==> src/rtl/can_fd_pkg.sv <==
// -----------------------------------------------------------------------------
// can_fd_pkg
// Shared definitions for the CAN FD receive-side bit-rate-switch controller:
//   - rx_state_e     : field tracker states
//   - field lengths  : bit counts of the multi-bit arbitration/control/CRC fields
//   - CRC_SEL_BYTES  : payloads up to this many bytes use the 17-bit CRC
//   - CNT_MAX        : saturation value of the field bit counter
//   - dlc_to_bytes() : CAN FD DLC code to payload byte count
// -----------------------------------------------------------------------------
package can_fd_pkg;

  typedef enum logic [3:0] {
    ST_IDLE,
    ST_BASEID,
    ST_SRRRRS,
    ST_IDE,
    ST_EXTID,
    ST_RRS,
    ST_FDF,
    ST_RES,
    ST_BRS,
    ST_ESI,
    ST_DLC,
    ST_DATA,
    ST_SBC,
    ST_CRC,
    ST_DELIM,
    ST_CLASSIC
  } rx_state_e;

  localparam int BASEID_LEN    = 11;
  localparam int EXTID_LEN     = 18;
  localparam int DLC_LEN       = 4;
  localparam int SBC_LEN       = 4;
  localparam int CRC17_LEN     = 17;
  localparam int CRC21_LEN     = 21;
  localparam int CRC_SEL_BYTES = 16;

  // Longest field is 64 bytes of data (512 bits): the counter tops out at 511.
  localparam int CNT_MAX       = 511;

  function automatic logic [6:0] dlc_to_bytes(input logic [3:0] dlc);
    logic [6:0] nbytes;
    case (dlc)
      4'd9:    nbytes = 7'd12;
      4'd10:   nbytes = 7'd16;
      4'd11:   nbytes = 7'd20;
      4'd12:   nbytes = 7'd24;
      4'd13:   nbytes = 7'd32;
      4'd14:   nbytes = 7'd48;
      4'd15:   nbytes = 7'd64;
      default: nbytes = {3'b000, dlc};
    endcase
    return nbytes;
  endfunction

endpackage

==> src/rtl/can_rx_brs_ctrl.sv <==
// -----------------------------------------------------------------------------
// can_rx_brs_ctrl
// Receive-side CAN FD bit-rate-switch controller. Follows the destuffed bit
// stream field by field, detects FDF/BRS and chooses which sample-point strobe
// feeds the receiver. Data-phase timing is selected one clock after a
// recessive BRS bit and dropped one clock after the CRC delimiter bit.
//
// Optional build macro: RX_BRS_ESI_CAPTURE_EN adds the esiFlag output, which
// holds the ESI bit of the current frame.
//
// Ports:
//   clk            in   system clock
//   rst_n          in   asynchronous active-low reset
//   samplePoint    in   nominal-phase sample strobe (1-cycle pulse)
//   samplePointFD  in   data-phase sample strobe (1-cycle pulse)
//   sof            in   start of frame / hard sync (1-cycle pulse)
//   rxBit          in   destuffed received bit (1 = recessive)
//   bitValid       in   rxBit strobe (never asserted for stuff bits)
//   abort          in   error frame / bus-off / idle, forces nominal timing
//   samplePointOUT out  selected sample strobe (combinational)
//   brsActive      out  data-phase timing selected
//   fdFrame        out  current frame is an FD frame
//   dataBytes      out  payload length decoded from DLC
//   esiFlag        out  captured ESI bit (RX_BRS_ESI_CAPTURE_EN only)
// -----------------------------------------------------------------------------
module can_rx_brs_ctrl
  import can_fd_pkg::*;
#(
  parameter int CNT_W = 10
) (
  input  logic       clk,
  input  logic       rst_n,
  input  logic       samplePoint,
  input  logic       samplePointFD,
  input  logic       sof,
  input  logic       rxBit,
  input  logic       bitValid,
  input  logic       abort,
  output logic       samplePointOUT,
  output logic       brsActive,
  output logic       fdFrame,
  output logic [6:0] dataBytes
`ifdef RX_BRS_ESI_CAPTURE_EN
  ,
  output logic       esiFlag
`endif
);

  rx_state_e        state, state_nxt;
  logic [CNT_W-1:0] cnt, cnt_nxt, cnt_inc;
  logic [2:0]       dlc_sr, dlc_sr_nxt;
  logic [3:0]       dlc_full;
  logic             brs_nxt;
  logic             fd_nxt;
  logic [6:0]       bytes_nxt;
  logic [9:0]       data_bits;
  logic [CNT_W-1:0] data_last;
  logic [CNT_W-1:0] crc_last;
`ifdef RX_BRS_ESI_CAPTURE_EN
  logic             esi_nxt;
`endif

  // The strobe mux is deliberately unregistered so the receiver sees the
  // selected sample point in the same cycle it is generated.
  assign samplePointOUT = brsActive ? samplePointFD : samplePoint;

  // Counter saturates instead of wrapping so a malformed frame can never
  // alias back onto a short field length.
  assign cnt_inc   = (cnt == CNT_W'(CNT_MAX)) ? cnt : cnt + 1'b1;

  assign data_bits = {dataBytes, 3'b000};
  assign data_last = CNT_W'(data_bits - 10'd1);
  assign crc_last  = (dataBytes <= 7'(CRC_SEL_BYTES)) ? CNT_W'(CRC17_LEN - 1)
                                                      : CNT_W'(CRC21_LEN - 1);

  // DLC arrives MSB first; the 4th bit completes the code combinationally.
  assign dlc_full  = {dlc_sr, rxBit};

  always_comb begin
    state_nxt  = state;
    cnt_nxt    = cnt;
    dlc_sr_nxt = dlc_sr;
    brs_nxt    = brsActive;
    fd_nxt     = fdFrame;
    bytes_nxt  = dataBytes;
`ifdef RX_BRS_ESI_CAPTURE_EN
    esi_nxt    = esiFlag;
`endif

    if (abort) begin
      state_nxt = ST_IDLE;
      cnt_nxt   = '0;
      brs_nxt   = 1'b0;
      fd_nxt    = 1'b0;
`ifdef RX_BRS_ESI_CAPTURE_EN
      esi_nxt   = 1'b0;
`endif
    end else if (sof) begin
      // A restart from any state, including mid-frame, lands at the first
      // identifier bit with nominal timing.
      state_nxt = ST_BASEID;
      cnt_nxt   = '0;
      brs_nxt   = 1'b0;
      fd_nxt    = 1'b0;
`ifdef RX_BRS_ESI_CAPTURE_EN
      esi_nxt   = 1'b0;
`endif
    end else if (bitValid) begin
      case (state)
        ST_IDLE: ;
        ST_BASEID: begin
          cnt_nxt = cnt_inc;
          if (cnt == CNT_W'(BASEID_LEN - 1)) state_nxt = ST_SRRRRS;
        end
        ST_SRRRRS: state_nxt = ST_IDE;
        ST_IDE:    state_nxt = rxBit ? ST_EXTID : ST_FDF;
        ST_EXTID: begin
          cnt_nxt = cnt_inc;
          if (cnt == CNT_W'(EXTID_LEN - 1)) state_nxt = ST_RRS;
        end
        ST_RRS:    state_nxt = ST_FDF;
        ST_FDF: begin
          if (rxBit) begin
            state_nxt = ST_RES;
            fd_nxt    = 1'b1;
          end else begin
            state_nxt = ST_CLASSIC;
          end
        end
        // A recessive res bit is a protocol exception: stop tracking and
        // stay on nominal timing for the rest of the frame.
        ST_RES:    state_nxt = rxBit ? ST_CLASSIC : ST_BRS;
        ST_BRS: begin
          state_nxt = ST_ESI;
          if (rxBit) brs_nxt = 1'b1;
        end
        ST_ESI: begin
          state_nxt = ST_DLC;
`ifdef RX_BRS_ESI_CAPTURE_EN
          esi_nxt   = rxBit;
`endif
        end
        ST_DLC: begin
          cnt_nxt    = cnt_inc;
          dlc_sr_nxt = dlc_full[2:0];
          if (cnt == CNT_W'(DLC_LEN - 1)) begin
            bytes_nxt = dlc_to_bytes(dlc_full);
            state_nxt = (dlc_full == 4'd0) ? ST_SBC : ST_DATA;
          end
        end
        ST_DATA: begin
          cnt_nxt = cnt_inc;
          if (cnt == data_last) state_nxt = ST_SBC;
        end
        ST_SBC: begin
          cnt_nxt = cnt_inc;
          if (cnt == CNT_W'(SBC_LEN - 1)) state_nxt = ST_CRC;
        end
        ST_CRC: begin
          cnt_nxt = cnt_inc;
          if (cnt == crc_last) state_nxt = ST_DELIM;
        end
        ST_DELIM: begin
          state_nxt = ST_CLASSIC;
          brs_nxt   = 1'b0;
        end
        ST_CLASSIC: ;
        default:   state_nxt = ST_IDLE;
      endcase
      if (state_nxt != state) cnt_nxt = '0;
    end
  end

  always_ff @(posedge clk or negedge rst_n) begin
    if (!rst_n) begin
      state     <= ST_IDLE;
      cnt       <= '0;
      dlc_sr    <= '0;
      brsActive <= 1'b0;
      fdFrame   <= 1'b0;
      dataBytes <= '0;
    end else begin
      state     <= state_nxt;
      cnt       <= cnt_nxt;
      dlc_sr    <= dlc_sr_nxt;
      brsActive <= brs_nxt;
      fdFrame   <= fd_nxt;
      dataBytes <= bytes_nxt;
    end
  end

`ifdef RX_BRS_ESI_CAPTURE_EN
  always_ff @(posedge clk or negedge rst_n) begin
    if (!rst_n) esiFlag <= 1'b0;
    else        esiFlag <= esi_nxt;
  end
`endif

endmodule

==> config.mk <==
export PLATFORM = sky130hd
export DESIGN_NAME = can_rx_brs_ctrl
export DESIGN_NICKNAME = d
export VERILOG_FILES = /design/src/rtl/can_fd_pkg.sv /design/src/rtl/can_rx_brs_ctrl.sv
export SDC_FILE = /design/constraint.sdc
export NUM_CORES = 1
export LEC_CHECK = 0
export CORE_MARGIN = 3
export CORE_UTILIZATION = 58
export DETAILED_ROUTE_END_ITERATION = 8
export PLACE_DENSITY_LB_ADDON = 0.12
export SKIP_LAST_GASP = 1
export SLEW_MARGIN = 10
export SYNTH_ARGS = -nofsm -noshare
export SYNTH_HDL_FRONTEND = slang
export SYNTH_SLANG_ARGS = --single-unit
==> constraint.sdc <==
create_clock -name clk -period 3.7 [get_ports clk]
set_input_delay 0.925 -clock clk [delete_from_list [all_inputs] [get_ports clk]]
set_output_delay 0.925 -clock clk [all_outputs]
set_load 0.02 [all_outputs]
== Word-level counts from Yosys, hierarchy flattened ==
Cells that the tools add are included.
W data, S select, Z words.

* Bits in writable memories: 0
* Input bits: 8
* Bits in latches: 0
* Bits in registers: 26
* Memories: 0
* Word-level logic and storage cells: 88
* Output and inout port bits: 10
* Memory bits (read-only): 0

* Muxes and demuxes: 35
* Div/mod/pow operators: 0
* Add/subtract/negate cells: 2
* Bitwise logic cells: 2
* Reduce and logical (&&, ||, !) cells: 12
* Multiply operators: 0
* Equality and inequality tests: 30
* Shifts and indexed selects: 0
* $lt $le $gt $ge: 1

{| class="wikitable"
|+ Operators by type and width
! operator !! number
|-
| $mux W10 || 6
|-
| $eq A4 B4 Y1 const B || 14
|-
| $pmux W4 S14 || 1
|-
| $mux W4 || 13
|-
| $pmux W7 S7 || 1
|-
| $eq A4 B3 Y1 const B || 4
|-
| $add A10 B1 Y10 const B || 1
|-
| $eq A10 B10 Y1 || 1
|-
| $eq A10 B2 Y1 const B || 1
|-
| $eq A10 B4 Y1 const B || 1
|-
| $eq A10 B5 Y1 || 1
|-
| $eq A10 B5 Y1 const B || 1
|-
| $eq A10 B9 Y1 const B || 1
|-
| $sub A10 B1 Y10 const B || 1
|-
| $mux W1 || 9
|-
| $mux W3 || 3
|-
| $reduce_and A3 Y1 || 3
|-
| $reduce_bool A3 Y1 || 3
|-
| $eq A4 B2 Y1 const B || 2
|-
| $reduce_bool A4 Y1 || 2
|-
| $le A7 B5 Y1 const B || 1
|-
| $reduce_or A6 Y1 || 1
|-
| $reduce_and A5 Y1 || 1
|-
| $eq A4 B1 Y1 const B || 1
|-
| 8 further kinds || 9
|}

== Longest topological paths before layout ==
Gate-level depths: netlist of run 1.

* Word-level depth: 13
* Depth in mapped cells: 11
* Depth with buffers taken out: 10

== Worst setup path after synthesis of run 1 ==
No wires, ideal clock.

* Kind: register -> register
* Start: register dataBytes[2]
* End: register cnt[0]
* Stages on the path, launching flop included: 10
* Clock period less this slack: 2.886 ns
* Data required time: 3.575 ns
* Data arrival time: 2.761 ns
* Buffers on the path: 1
* Library setup time: 0.125 ns
* Path slack: 0.814 ns
* Cells stage by stage: dfrtp_1 > or3_4 > or3_4 > a2111oi_4 > a31oi_1 > or3_1 > o311ai_2 > buf_6 > o21ai_2 > mux2_4

* Cells in the longest elaborated chain, start to end: 13
* Elaborated cells on any way between the ends: 19
* Those cells by class: add/sub (1); order compare (1); eq/ne (4); mux (11); reduce/logical (2)

{| class="wikitable"
|+ RTL lines
! what !! RTL line !! source
|-
| from (decl) || can_rx_brs_ctrl.sv:42 || <nowiki>output logic [6:0] dataBytes</nowiki>
|-
| from (signal assigned) || can_rx_brs_ctrl.sv:188 || <nowiki>dataBytes <= bytes_nxt;</nowiki>
|-
| $le A7 B5 Y1 || can_rx_brs_ctrl.sv:73 || <nowiki>assign crc_last = (dataBytes <= 7'(CRC_SEL_BYTES)) ? CNT_W'(CRC17_LEN - 1)</nowiki>
|-
| $mux W3 || can_rx_brs_ctrl.sv:73 ||
|-
| $eq A10 B5 Y1 || can_rx_brs_ctrl.sv:161 || <nowiki>if (cnt == crc_last) state_nxt = ST_DELIM;</nowiki>
|-
| $mux W4 || can_rx_brs_ctrl.sv:161 ||
|-
| $pmux W4 S14 (*) || can_rx_brs_ctrl.sv:109 || <nowiki>case (state)</nowiki>
|-
| $mux W4 (*) || can_rx_brs_ctrl.sv:108 || <nowiki>end else if (bitValid) begin</nowiki>
|-
| $mux W4 (*) || can_rx_brs_ctrl.sv:98 || <nowiki>end else if (sof) begin</nowiki>
|-
| $mux W4 (*) || can_rx_brs_ctrl.sv:90 || <nowiki>if (abort) begin</nowiki>
|-
| $ne A4 B4 Y1 (*) || can_rx_brs_ctrl.sv:170 || <nowiki>if (state_nxt != state) cnt_nxt = '0;</nowiki>
|-
| $mux W10 || can_rx_brs_ctrl.sv:170 ||
|-
| $mux W10 || can_rx_brs_ctrl.sv:108 ||
|-
| $mux W10 || can_rx_brs_ctrl.sv:98 ||
|-
| $mux W10 || can_rx_brs_ctrl.sv:90 ||
|-
| to (signal assigned) || can_rx_brs_ctrl.sv:184 || <nowiki>cnt <= cnt_nxt;</nowiki>
|-
| to (decl) || can_rx_brs_ctrl.sv:50 || <nowiki>logic [CNT_W-1:0] cnt, cnt_nxt, cnt_inc;</nowiki>
|}

Every way passes the cells marked *; elsewhere a longest branch is shown, timed or not. The select of a mux whose other input is x is not followed.
A chain may end at the register's enable or synchronous reset.

== Worst setup path in the final report of run 1 ==
Same ends and word-level chain as after synthesis.

==> results_dict.tcl, run 1 <==
set metrics [dict create \
    status "complete, no violations" \
    p_leak_nw 0.896 \
    setup_tns_ns 0 \
    grt_max_degree 27 \
    crit_fanout 11 \
    cts_resized 0 \
    start_util_pct 62.8 \
    routed_wl_um 4410 \
    holdPathStages 2 \
    num-fill-cells 274 \
    synth_edf_count 0 \
    yosysTopAreaCell "dfrtp_1" \
    die_area_sq_um 4180 \
    antenna_cells 0 \
    cts.sinks 26 \
    r2r_cells 8 \
    grt_usage_pct 23.4 \
    setup_ws_ns 0.362 \
    synth_area_leaders "dfrtp_1, nor2_1, xnor2_1, o21ai_0, a22o_1" \
    grt_pass1_wl_um 7890 \
    multiInputGateArea_sq_um 1230 \
    vdd_ir_drop_max_uv 128 \
    dpl.hpwl_um 3210 \
    finClkSkew_ns 0.00158 \
    dr_wl_met2_um 2040 \
    end_kind "flop" \
    num_io_pins 18 \
    core_area_sq_um 3180 \
    register_area_sq_um 651 \
    viasPerCell 6.11 \
    top_layer "met4" \
    crit_required_ns 3.94 \
    reg2reg_setup_slack_ns 0.36 \
    rsz0062_at_grt "false" \
    fp.dieH_um 64.7 \
    grt_antenna_before_repair 0 \
    ys_seq_elements 26 \
    maxSlewHeadroom_pct 37.5 \
    power.total_mw 0.491 \
    place.port_buffers 17 \
    clk_pin_slew_ns 0.14 \
    dr_wl_met3_um 227 \
    htreeDepth 1 \
    area_delta_synth_final_pct 10.3 \
    maxSlewViolCount 0 \
    synth_nets 254 \
    ys.flop_type "dfrtp_1" \
    drive_gt1_share_pct 10.1 \
    syn_area_sq_um 2000 \
    dp.cells 288 \
    synth.most_common_cell "nor2_1" \
    synth_top_area_share_pct 32.6 \
    clock.fmax_ghz 0.300 \
    globalRouteOverflowTotal 0 \
    min_period_ns 3.34 \
    setup_viol 0 \
    cts_tree "yes" \
    seq_area_frac_synth_pct 32.6 \
    die_w_um 64.7 \
    postSynthAreaPerCell_sq_um 8.28 \
    num_vias 1779 \
    maxCapViolations 0 \
    cts_buffers 3 \
    synth_common_cells "nor2_1, dfrtp_1, clkbuf_1, o21ai_0, nand2_1" \
    place_congestion 0.865 \
    drcViolationCount 0 \
    clock_path_buffers 2 \
    cts_setup_buffers 0 \
    syn_inst 241 \
    grt_pass1_vias 1710 \
    wl_per_cell_um 15.2 \
    synth_cell_types 53 \
    dp_slack_ns 0.161 \
    crit_type "reg -> reg" \
    firstDrtPassIters 4 \
    row_count 20 \
    wl_met1_um 2060 \
    holdWs_ns 0.530 \
    final-hold-violation-count 0 \
    drt_iter0_drc 129 \
    power_density_nw_per_um2 223 \
    hp-class "reg -> reg" \
    synth_warnings 0 \
    min_period_over_period_pct 90.2 \
    start_kind "flop" \
    clock_latency_ns 0.33 \
    antenna_left 0 \
    finalNonFillerCells 291 \
    worstMarginPinSlew_ns 0.936 \
    postCtsHoldBufs 0 \
    root_buffer "clkbuf_4" \
    fin_nets 262 \
    crit_arrival_ns 3.57 \
    async_reset_ff_share_pct 100 \
]
worst max-delay path, stage by stage, from the launching register on:
cell and delay, ns:
dfrtp_1 0.48, or3_4 0.42, or3b_2 0.46, xnor2_1 0.16
a31oi_1 0.36, nor4_2 0.13, o311ai_2 0.78, nor3_4 0.15
mux2_4 0.31
kinds of logic after synthesis:
kind of cell | after synthesis | synth area share [%]
flip-flops | 26 | 32.6
AO/OA/AOI/OAI | 59 | 20.7
XOR/XNOR | 13 | 5.71
adder cells (fa/ha/maj) | 5 | 3.13
AND/OR/NAND/NOR | 103 | 28.6
multiplexers | 6 | 3.45
buffers and inverters | 29 | 5.83
flip-flops by register name (all words and copies together), names as in the netlist:
| name | count |
|---|---|
| dlc_sr | 3 |
| fdFrame | 1 |
| brsActive | 1 |
| state | 4 |
| cnt | 10 |
| dataBytes | 7 |
where the power goes:
group          internal [mW]  leakage [nW]  switching (mW)
sequential             0.286         0.345         0.00825
combinational         0.0315         0.537          0.0385
clock                 0.0383        0.0138          0.0884
per-stage QoR:
step	cell area, sq um	util [%]
floorplan	2000	-
global placement	2180	68.6
detailed placement	2180	68.6
CTS	2200	69.3
global route	2200	69.3
finish	2200	69.3
metal layers:
layer | up-vias | GRT usage [%]
met1 | 842 | 32.2
met5 | - | 0
li1 | 868 | -
met4 | 0 | 7.92
met2 | 60 | 38.5
met3 | 9 | 2.43
cells in the final DEF (no fill, tap or decap), types with 5 or more instances in the layout:
cell             instances
xnor2_1                  9
clkdlybuf4s50_1         17
a31oi_1                  5
nor2b_1                  5
nand3_1                 12
a21oi_1                  8
o21ai_1                  7
ha_1                     5
nor2_1                  32
o21ai_0                 15
inv_1                   10
buf_4                    5
a22o_1                   8
nand2_1                 14
dfrtp_1                 26
worst paths after layout:
check                             start            to
setup reg to reg           dataBytes[2]        cnt[0]
hold reg to reg                 fdFrame       fdFrame
max in group asynchronous         rst_n  dataBytes[0]
setup / recovery           dataBytes[2]        cnt[0]
hold / removal                  fdFrame       fdFrame
min in group asynchronous         rst_n       fdFrame
final cells by class:
type	count	share of cell area (%)
flip-flops and latches	26	29.5
well taps	44	2.50
inverters	10	1.70
multi-input cells	186	55.8
clock buffers	3	1.02
repair buffers	22	9.43
Power figures use the tool's default switching activity.
==> run 2: changes to the inputs <==
--- a/config.mk
+++ b/config.mk
@@ -9,6 +9,7 @@
 export CORE_UTILIZATION = 58
 export DETAILED_ROUTE_END_ITERATION = 8
 export PLACE_DENSITY_LB_ADDON = 0.12
+export RECOVER_POWER = 50
 export SKIP_LAST_GASP = 1
 export SLEW_MARGIN = 10
 export SYNTH_ARGS = -nofsm -noshare
==> run 2 against run 1 <==
Count of clock-buffer cells in the layout unchanged. Largest cell class unchanged. Sequential cell count unchanged. Routed wire length decreased by 0.29%. Maximum frequency decreased by 0.74%. Combinational power decreased by 2%. Highest routed layer unchanged. Sequential share of layout area increased by 0.10 points. Critical endpoint unchanged. First-iteration DRC count increased by 1.6%. Non-clock buffer count unchanged. Largest power group unchanged. Via count unchanged.
==> results_dict.tcl, run 2 (synthesis results as in run 1) <==
set metrics [dict create \
    status "complete, no violations" \
    p_leak_nw 0.889 \
    largestRegisters "cnt: 10 flops, dataBytes: 7 flops, state: 4 flops" \
    rsz0062_at_grt "false" \
    worstHoldStart "fdFrame" \
    grt_pass1_vias 1710 \
    cp_top_family "compound AO/OA/AOI/OAI gates" \
    grt_antenna_before_repair 0 \
    routed_wl_um 4400 \
    worstPathCellList "or3_4 -> or3b_2 -> xnor2_1 -> a31oi_1 -> nor4_2 -> o311ai_2 -> nor3_4 -> mux2_4" \
    crit_required_ns 3.94 \
    regMostFlops "cnt" \
    crit_type "reg -> reg" \
    cts_tree "yes" \
    cts.sinks 26 \
    maxCapViolations 0 \
    worstMarginPinSlew_ns 1.44 \
    end_kind "flop" \
    antenna_cells 0 \
    core_area_sq_um 3180 \
    power_density_nw_per_um2 223 \
    grt_usage_pct 23.4 \
    final_core_util_pct 69.1 \
    maxSlewViolCount 0 \
    setup_tns_ns 0 \
    wl_per_cell_um 15.1 \
    grt_pass1_wl_um 7890 \
    setup_viol 0 \
    clk_pin_slew_ns 0.14 \
    cp_slowest_stage_delay_ns 0.79 \
    maxSlewHeadroom_pct 3.76 \
    root_buffer "clkbuf_4" \
    viasPerCell 6.11 \
    min_period_ns 3.36 \
    globalRouteOverflowTotal 0 \
    crit_fanout 11 \
    row_count 20 \
    fp.dieH_um 64.7 \
    drive_gt1_share_pct 9.31 \
    critPathBufInv 0 \
    clock_latency_ns 0.33 \
    layout_commonest_cell "nor2_1" \
    startpoint "dataBytes[2]" \
    num-fill-cells 278 \
    start_util_pct 62.8 \
    htreeDepth 1 \
    cts_resized 0 \
    place.port_buffers 17 \
    area_delta_synth_final_pct 9.97 \
    postCtsHoldBufs 0 \
    final-hold-violation-count 0 \
    antenna_left 0 \
    die_w_um 64.7 \
    layout_common_cells "nor2_1, dfrtp_1, o21ai_0, nand2_1, clkdlybuf4s50_1" \
    place_congestion 0.865 \
    cts_setup_buffers 0 \
    min_period_over_period_pct 90.9 \
    dpl.hpwl_um 3210 \
    cp_slowest_cell "o311ai_2" \
    clock.fmax_ghz 0.297 \
    dp_slack_ns 0.161 \
    reg2reg_from "dataBytes[2]" \
    die_area_sq_um 4180 \
    setup_ws_ns 0.337 \
    grt_max_degree 27 \
    hp-class "reg -> reg" \
    vdd_ir_drop_max_uv 128 \
    largest_reg_flops 10 \
    finClkSkew_ns 0.00179 \
    drcViolationCount 0 \
    num_vias 1779 \
    start_kind "flop" \
    crit_arrival_ns 3.60 \
    clock_path_buffers 2 \
    firstDrtPassIters 4 \
    drt_iter0_drc 131 \
    cts_buffers 3 \
    num_io_pins 18 \
    fin_nets 262 \
]
run 2: cell types whose count changed in the layout (fill, tap and decap cells not counted):
cell	before	now
buf_4	5	3
clkbuf_1	0	2
clkdlybuf4s50_1	17	14
dlygate4sd3_1	0	3
run 2: through the flow:
stage | cells | cell area (sq um) | power, mW | hold WS (ns)
floorplan | 241 | 2000 | 0.343 | 0.536
CTS | 291 | 2200 | 0.494 | 0.535
global route | 291 | 2190 | 0.511 | 0.554
detailed placement | 288 | 2180 | 0.370 | 0.503
finish | 291 | 2190 | 0.490 | 0.530
global placement | 288 | 2180 | 0.369 | 0.492
run 2: layer usage:
metal  wire (um)  vias to the layer above  part of all wire, %  global-route usage, %
li1            -                      868                    -                      -
met1        2050                      839                   47                   32.2
met2        2040                       63                   46                   38.5
met3         225                        9                  5.1                   2.43
met4          78                        0                  1.8                   7.92
met5           0                        -                    0                      0
run 2: cell type report:
type / count / area, sq um / area share, %
Timing Repair Buffer: 22 / 200 / 9.12
Multi-Input combinational cell: 186 / 1230 / 56.0
Tap cell: 44 / 55.1 / 2.51
Sequential cell: 26 / 651 / 29.6
Clock buffer: 3 / 22.5 / 1.03
Inverter: 10 / 37.5 / 1.71
run 2: worst paths after layout:
path | depth (start not counted) | to | slack (ns)
worst max-delay path | 8 | cnt[0] | 0.34
worst min-delay path | 2 | fdFrame | 0.53
worst max register to register | 8 | cnt[0] | 0.34
worst min register to register | 2 | fdFrame | 0.53
max in group asynchronous | 2 | dataBytes[0] | 1.42
min in group asynchronous | 2 | fdFrame | 1.46
run 2: worst register-to-register path, delay by kind of cell, from the launching register on:
family	cells	cell delay (ns)
simple gates	4	1.16
xor+xnor	1	0.16
flops	1	0.48
mux	1	0.31
compound gates	2	1.17
run 2: report_power, final:
part | internal (mW) | leakage [nW] | switching (mW)
clock | 0.0383 | 0.0138 | 0.0885
combinational | 0.0299 | 0.530 | 0.0384
sequential | 0.287 | 0.345 | 0.00822
total | 0.355 | 0.889 | 0.135
